`src/rtl/opb_pkg.sv`:
```
// ============================================================================
// Module   : opb_pkg
// Brief    : Shared types and constants for the OPB serial input feeder.
// Revision : 1.0 - initial release
// ============================================================================
`default_nettype none

package opb_pkg;

  typedef enum logic [0:0] {
    IDLE  = 1'b0,
    SHIFT = 1'b1
  } opb_state_t;

  localparam int ERR_FRAME   = 0;
  localparam int ERR_OVERRUN = 1;
  localparam int WORDCOUNT_W = 8;

endpackage

`default_nettype wire

```
`src/rtl/opb_bit_sync.sv`:
```
// ============================================================================
// Module   : opb_bit_sync
// Brief    : Multi-flop synchroniser bringing one pad signal into the clk domain.
// Revision : 1.0 - initial release
// ============================================================================
`default_nettype none

module opb_bit_sync #(
  parameter int STAGES = 2
) (
  input  logic clk,
  input  logic rst,
  input  logic i_d,
  output logic o_q
);

  logic [STAGES-1:0] r_sync;

  always_ff @(posedge clk) begin
    if (rst) begin
      r_sync <= '0;
    end else begin
      r_sync <= {r_sync[STAGES-2:0], i_d};
    end
  end

  assign o_q = r_sync[STAGES-1];

endmodule

`default_nettype wire

```
`src/rtl/opb_serial_in.sv`:
```
// ============================================================================
// Module   : opb_serial_in
// Brief    : Deserialises a framed pad bitstream into WIDTH-bit OPB lane words.
// Revision : 1.0 - initial release
// ============================================================================
`default_nettype none

module opb_serial_in
  import opb_pkg::*;
#(
  parameter int WIDTH       = 4,
  parameter int SYNC_STAGES = 2
) (
  input  logic                   UserCLK,
  input  logic                   Reset,
  input  logic                   SER_D,
  input  logic                   SER_FRAME,
  input  logic                   OPB_Hold,
  input  logic                   ErrClr,
  output logic [WIDTH-1:0]       OPB_I,
  output logic                   OPB_Valid,
  output logic [1:0]             Err,
  output logic [WORDCOUNT_W-1:0] WordCount
);

  localparam int CNT_W = (WIDTH > 2) ? $clog2(WIDTH) : 1;
  localparam logic [CNT_W-1:0] C_CNT_LAST = CNT_W'(WIDTH - 1);
  localparam logic [CNT_W-1:0] C_CNT_ONE  = CNT_W'(1);

  logic w_d_s;
  logic w_f_s;

  opb_bit_sync #(.STAGES(SYNC_STAGES)) u_sync_d (
    .clk (UserCLK),
    .rst (Reset),
    .i_d (SER_D),
    .o_q (w_d_s)
  );

  opb_bit_sync #(.STAGES(SYNC_STAGES)) u_sync_f (
    .clk (UserCLK),
    .rst (Reset),
    .i_d (SER_FRAME),
    .o_q (w_f_s)
  );

  opb_state_t             r_state;
  opb_state_t             w_state_nxt;
  logic [WIDTH-2:0]       r_sh;
  logic [WIDTH-2:0]       w_sh_nxt;
  logic [CNT_W-1:0]       r_cnt;
  logic [CNT_W-1:0]       w_cnt_nxt;
  logic                   w_done;
  logic                   w_frame_err;
  logic [WIDTH-1:0]       w_word;
  logic [1:0]             w_err_set;

  logic [WIDTH-1:0]       r_opb_i;
  logic                   r_valid;
  logic [1:0]             r_err;
  logic [WORDCOUNT_W-1:0] r_wordcount;

  assign w_word = {w_d_s, r_sh};

  always_comb begin
    w_state_nxt = r_state;
    w_sh_nxt    = r_sh;
    w_cnt_nxt   = r_cnt;
    w_done      = 1'b0;
    w_frame_err = 1'b0;
    case (r_state)
      IDLE: begin
        if (w_f_s) begin
          w_sh_nxt[0] = w_d_s;
          w_cnt_nxt   = C_CNT_ONE;
          w_state_nxt = SHIFT;
        end
      end
      SHIFT: begin
        // A strobe mid-frame restarts capture with this bit as bit 0.
        if (w_f_s) begin
          w_frame_err = 1'b1;
          w_sh_nxt[0] = w_d_s;
          w_cnt_nxt   = C_CNT_ONE;
        end else if (r_cnt == C_CNT_LAST) begin
          w_done      = 1'b1;
          w_cnt_nxt   = '0;
          w_state_nxt = IDLE;
        end else begin
          w_sh_nxt[r_cnt] = w_d_s;
          w_cnt_nxt       = r_cnt + C_CNT_ONE;
        end
      end
      default: begin
        w_state_nxt = IDLE;
      end
    endcase
  end

  always_comb begin
    w_err_set              = '0;
    w_err_set[ERR_FRAME]   = w_frame_err;
    w_err_set[ERR_OVERRUN] = w_done & OPB_Hold;
  end

  always_ff @(posedge UserCLK) begin
    if (Reset) begin
      r_state <= IDLE;
      r_sh    <= '0;
      r_cnt   <= '0;
    end else begin
      r_state <= w_state_nxt;
      r_sh    <= w_sh_nxt;
      r_cnt   <= w_cnt_nxt;
    end
  end

  always_ff @(posedge UserCLK) begin
    if (Reset) begin
      r_opb_i     <= '0;
      r_valid     <= 1'b0;
      r_err       <= '0;
      r_wordcount <= '0;
    end else begin
      r_valid <= 1'b0;
      if (w_done && !OPB_Hold) begin
        r_opb_i     <= w_word;
        r_valid     <= 1'b1;
        r_wordcount <= r_wordcount + WORDCOUNT_W'(1);
      end
      // A flag being set in this cycle survives a simultaneous clear.
      r_err <= (r_err & ~{2{ErrClr}}) | w_err_set;
    end
  end

  assign OPB_I     = r_opb_i;
  assign OPB_Valid = r_valid;
  assign Err       = r_err;
  assign WordCount = r_wordcount;

endmodule

`default_nettype wire

```
`config.mk`:
```
export PLATFORM = sky130hd
export DESIGN_NAME = opb_serial_in
export DESIGN_NICKNAME = d
export VERILOG_FILES = /design/src/rtl/opb_pkg.sv /design/src/rtl/opb_bit_sync.sv /design/src/rtl/opb_serial_in.sv
export SDC_FILE = /design/constraint.sdc
export NUM_CORES = 1
export LEC_CHECK = 0
export ABC_AREA = 1
export CAP_MARGIN = 20
export CORE_UTILIZATION = 30
export DETAILED_ROUTE_END_ITERATION = 7
export SLEW_MARGIN = 20
export SYNTH_ARGS = -nofsm -noshare
export SYNTH_HDL_FRONTEND = slang
export SYNTH_HIERARCHICAL = 1
export SYNTH_SLANG_ARGS = --single-unit
export TNS_END_PERCENT = 30
```
`constraint.sdc`:
```
create_clock -name UserCLK -period 1.4 [get_ports UserCLK]
set_input_delay 0.28 -clock UserCLK [delete_from_list [all_inputs] [get_ports UserCLK]]
set_output_delay 0.28 -clock UserCLK [all_outputs]
set_load 0.05 [all_outputs]
```
**Word level (Yosys, flattened, before mapping)**

Index checks and enable logic that the tools add are counted.

- Flip-flop bits (word level): 25
- Input port bits: 6
- Output and inout bits: 15

- Add/sub/neg operators: 2
- $lt $le $gt $ge: 2
- Equal/unequal tests: 3
- Mux-type cells: 20
- Bitwise logic cells: 7
- Reduce and logical (&&, ||, !) cells: 5

Operators by type and width:

| cell | number |
|---|---|
| $mux 1 | 12 |
| $add 8x1->8 const B | 1 |
| $mux 2 | 3 |
| $pmux 1 s2 | 2 |
| $pmux 2 s2 | 1 |
| $bwmux 3 | 1 |
| $lt 2x3->1 const B | 1 |
| $ne 3x2->1 const B | 1 |
| $not 1->1 | 3 |
| $reduce_and 3->1 | 1 |
| $add 2x1->2 const B | 1 |
| $and 2x2->2 | 1 |
| $demux 1 s2 | 1 |
| $eq 2x2->1 const B | 1 |
| $ge 2x1->1 const B | 1 |
| $logic_and 1x1->1 | 2 |
| $ne 2x1->1 const B | 1 |
| $not 2->2 | 1 |
| $or 2x2->2 | 1 |
| $reduce_and 2->1 | 1 |
| $and 1x1->1 | 1 |
| $logic_not 1->1 | 1 |

**Depth between registers and ports, before layout**

Gate-level depths: netlist of run 1.

- Word-level depth: 8
- Depth in mapped cells: 7

**By module**

Netlist of run 1, hierarchy kept.

By module, submodules not included:

| module | instances | cells an instance | area each (um^2) | sequential area each (um^2) |
|---|---|---|---|---|
| opb_serial_in | 1 | 123 | 954.7 | 420.4 |
| opb_bit_sync | 2 | 6 | 55.1 | 40.0 |

**Worst setup path after synthesis of run 1**

OpenSTA, ideal clock, no wires.

- Path kind: reg2reg
- Start point: reg r_wordcount[0], in the netlist WordCount[0]
- End point: reg r_wordcount[6], in the netlist WordCount[6]
- Library setup time: 0.117 ns
- Data arrival time: 1.457 ns
- Data required time: 1.283 ns
- Setup slack: -0.174 ns
- Cell stages (with the launch flop): 7
- Buffers on the path: 0
- Path through: dfxtp_1 -> ha_1 -> nand2_1 -> nor3_1 -> nand3_1 -> nand2_1 -> nor2_1

- Word-level cells in the longest chain between the ends: 1

Ends and longest elaborated chain:

| element | RTL line | RTL |
|---|---|---|
| start, declared | opb_serial_in.sv:61 | `logic [WORDCOUNT_W-1:0] r_wordcount;` |
| start signal, assigned | opb_serial_in.sv:129 | `r_wordcount <= r_wordcount + WORDCOUNT_W'(1);` |
| $add 8x1->8 | opb_serial_in.sv:129 |  |

No other way between the ends.
A chain may end at the register's enable or synchronous reset.

**Worst setup path after layout of run 1**

- Start point: reg r_cnt[0]
- End point: reg r_wordcount[6], in the netlist WordCount[6]

- Word-level cells in the longest chain between the ends: 5

Ends and longest elaborated chain:

| element | RTL line | RTL |
|---|---|---|
| start, declared | opb_serial_in.sv:51 | `logic [CNT_W-1:0] r_cnt;` |
| start signal, assigned | opb_serial_in.sv:114 | `r_cnt <= w_cnt_nxt;` |
| $eq 2x2->1 | opb_serial_in.sv:85 | `end else if (r_cnt == C_CNT_LAST) begin` |
| $mux 1 | opb_serial_in.sv:85 |  |
| $mux 1 | opb_serial_in.sv:81 | `if (w_f_s) begin` |
| $mux 1 | opb_serial_in.sv:71 | `case (r_state)` |
| $logic_and 1x1->1 | opb_serial_in.sv:126 | `if (w_done && !OPB_Hold) begin` |

No other way between the ends.

==> results.md, run 1 <==
* Outcome: finished clean
* Largest net degree at the start of global routing at 21
* Post-Syn Instances at 135
* Total global-route track usage at 0.123
* Effective utilization at floorplan at 0.317
* DRC at 0
* FP Rows at 21
* Total setup buffers inserted after CTS at 0
* Worst R2R Path Depth at 7
* Area added between synthesis and finish at 43.0%
* Final count of negative-setup-slack endpoints at 0
* Max clock buf depth at 2
* Ys Warns at 6
* P_sw at roughly 0.26 mW
* Clock sinks at 25
* Comb power frac at 0.067
* Slew Limit Fails at 0
* Post-synthesis sequential area ratio at 0.470
* Final #Nets at roughly 170
* WL final at around 2000 µm
* Port bufs at 20
* Vias per Instance at approximately 4.4
* Critical path class: flip-flop to flip-flop
* Die area at ~0.0038 mm²
* Internal power at 0.869 mW
* FF+latch count, synth at 25
* Routed wl met3 at between 80 and 90 µm
* Final hold vios at 0
* Max_cap viols at 0
* P_leak at 0.644 nW
* Die width at 61.6 µm
* Peak VDD IR at approximately 0.66 mV
* Die height at 61.6 µm
* Mapped cell area at 0.00106 mm²
* CTS tree: yes
* Diode count at 0
* Core ar. at 0.00336 mm²
* Worst hold endpoint: u_sync_d/r_sync[1]
* Layout Utilization at 0.453
* Gpl congestion at between 0.7 and 0.8
* Worst-Margin Slew at 0.272 ns
* Share of cells above drive strength 1 at 0.201
* Reg-to-Reg Start: r_cnt[0]
* Sw frac at 0.232
* Dpl cell area at 0.00150 mm²
* Reg2reg end: WordCount[6]
* First-pass DRT Iterations at 4
* DR iter-0 viols at 37
* Number of global-route vias before repair at 897
* Hold_buf cts at 0
* Drt wl/cell at 9.86 µm
* Num CTS Buffers at 3
* Vias at 895
* Post-Route M1 WL at 869 µm
* Flop pwr share at 0.650
* Total power at 1.13 mW
* Pwr Density at 743 mW/mm²
* RSZ-0062 raised after global routing: false
* Slew HR at 0.817
* Synth top area cells: dfxtp_1 (47%), inv_1 (7.4%), nand2_1 (7.4%)
* Clock slew at reported path FFs at 0.13 ns
* Reg2reg setup slack at 0.06 ns
* Top-Level Pins at 21
* Depth of the CTS H-tree at 1
* Grt ovf at 0
* Hold_sp: u_sync_d/r_sync[0]
* Yosys top cell area share at 0.470
* Crit path max fanout at 20
* Clock Skew at 0.00412 ns
* DR top layer: met3
* Hold-critical path depth at 2
* Mapped Nets at 146
* Area leader, netlist: dfxtp_1
* Later-pin clock latency in the skew report at between 0.3 and 0.4 ns
* Ratio of final minimum period to clock period at 0.956
* Worst Path Required at 1.63 ns
* Post-CTS sizing at 0
* Met2 routed WL at 1060 µm
* Avg Cell Area, Syn at 7.89 µm²
* Global-route wire length before repair at 3490 µm
* Max Fclk at between 700 and 800 MHz
* Post-route ant nets at 0
* Layout Cell Area excl Fill at 0.00152 mm²
* Unique masters post-synth at 20
* Arrival @ worst endpoint at between 1.5 and 2 ns
* Worst Setup End Kind: flip-flop
* Startpoint Class: flip-flop
* Initial antenna violation count at 0
* HP Class: flip-flop to flip-flop
* Power share of the clock group at 0.283
* Dpl hpwl at 1560 µm
* Min Tclk post-route at 1.34 ns
* Clock root cell: clkbuf_4
[how the worst max path moves through the flow]
stage            startpoint           end  slack, ns
2_1_floorplan  WordCount[3]  WordCount[7]       0.02
3_3_place_gp       OPB_Hold  WordCount[6]       0.04
3_5_place_dp       OPB_Hold  WordCount[6]      -0.02
4_1_cts            r_cnt[0]  WordCount[6]       0.05
5_1_grt            r_cnt[0]  WordCount[5]      0.003
6_report           r_cnt[0]  WordCount[6]       0.06
[Yosys cell counts]
cell type  count
a21oi_1       14
nand3_1        7
o21ai_0        4
a31oi_1        2
inv_1         21
buf_4          1
nor2_4         1
nor2_1        20
nand3_2        1
nor3_1         2
nand2_1       21
nand3b_2       1
o21ai_2        2
o21ai_1        2
dfxtp_1       25
buf_2          1
a21oi_2        2
ha_1           5
buf_6          2
xor2_1         1
[state kept, by name (all words and copies together), names as in the netlist]
| signal | cells |
|---|---|
| u_sync_f/r_sync | 2 |
| WordCount | 8 |
| u_sync_d/r_sync | 2 |
| r_state | 1 |
| r_sh | 3 |
| r_cnt | 2 |
| OPB_Valid | 1 |
| OPB_I | 4 |
| Err | 2 |
[cell type report]
type,count,area (µm²)
fillers,358,1840
flip-flops and latches,25,503
multi-input cells,85,450
repair buffers,24,405
inverters,21,78.8
well taps,46,57.6
clock buffers,3,22.5
clock inverters,1,5.00
[placed cells by master, fill, tap and decap left out, types with 2 or more instances in the layout]
| cell | Yosys | routed |
|---|---|---|
| dfxtp_1 | 25 | 23 |
| inv_1 | 21 | 21 |
| nand2_1 | 21 | 21 |
| nor2_1 | 20 | 20 |
| buf_12 | 0 | 17 |
| a21oi_1 | 14 | 14 |
| nand3_1 | 7 | 7 |
| ha_1 | 5 | 5 |
| clkdlybuf4s50_1 | 0 | 5 |
| o21ai_0 | 4 | 4 |
| clkbuf_4 | 0 | 3 |
| dfxtp_2 | 0 | 2 |
| a31oi_1 | 2 | 2 |
| o21ai_1 | 2 | 2 |
| o21ai_2 | 2 | 2 |
| nor3_1 | 2 | 2 |
| a21oi_2 | 2 | 2 |
| buf_4 | 1 | 2 |
[metal layers]
metal,vias up,global-route usage
met2,21,0.229
li1,472,-
met5,-,0
met4,0,0.0254
met3,0,0.0483
met1,402,0.131
[worst max-delay path: stages, from the launching register on]
cell	delay (ns)
dfxtp_1	0.42
ha_1	0.21
nand3_2	0.11
nor2_4	0.14
buf_12	0.16
nand3_1	0.09
nand2_1	0.08
nor2_1	0.04
[power by group through the flow]
stage          Sequential [mW]  Clock, mW  Combinational (mW)
6_report                 0.735      0.320              0.0753
3_5_place_dp             0.751          0              0.0762
3_3_place_gp             0.750          0              0.0733
4_1_cts                  0.736      0.345              0.0765
2_1_floorplan            0.749          0              0.0429
5_1_grt                  0.738      0.378              0.0858
[logic make-up after synthesis]
kind of cell,synth area share
buf+inv,0.107
fa+ha+maj,0.0588
flops,0.470
xor+xnor,0.00823
compound gates,0.139
simple gates,0.217
[stage by stage]
step	setup TNS, ns	worst slack, ns	cells	hold slack [ns]
after floorplan	0	0.0232	135	0.351
after global placement	0	0.0422	201	0.393
after detailed placement	-0.0184	-0.0184	201	0.399
after CTS	0	0.0530	205	0.418
after global routing	0	0.00256	205	0.425
final	0	0.0623	205	0.415
(Power assumes the default switching activity.)
==> run 2, diff against run 1 <==
- SLEW_MARGIN: 20 -> unset
==> results of run 2 <==
Same layout as run 1: the final DEF is identical, and so are final timing and power.
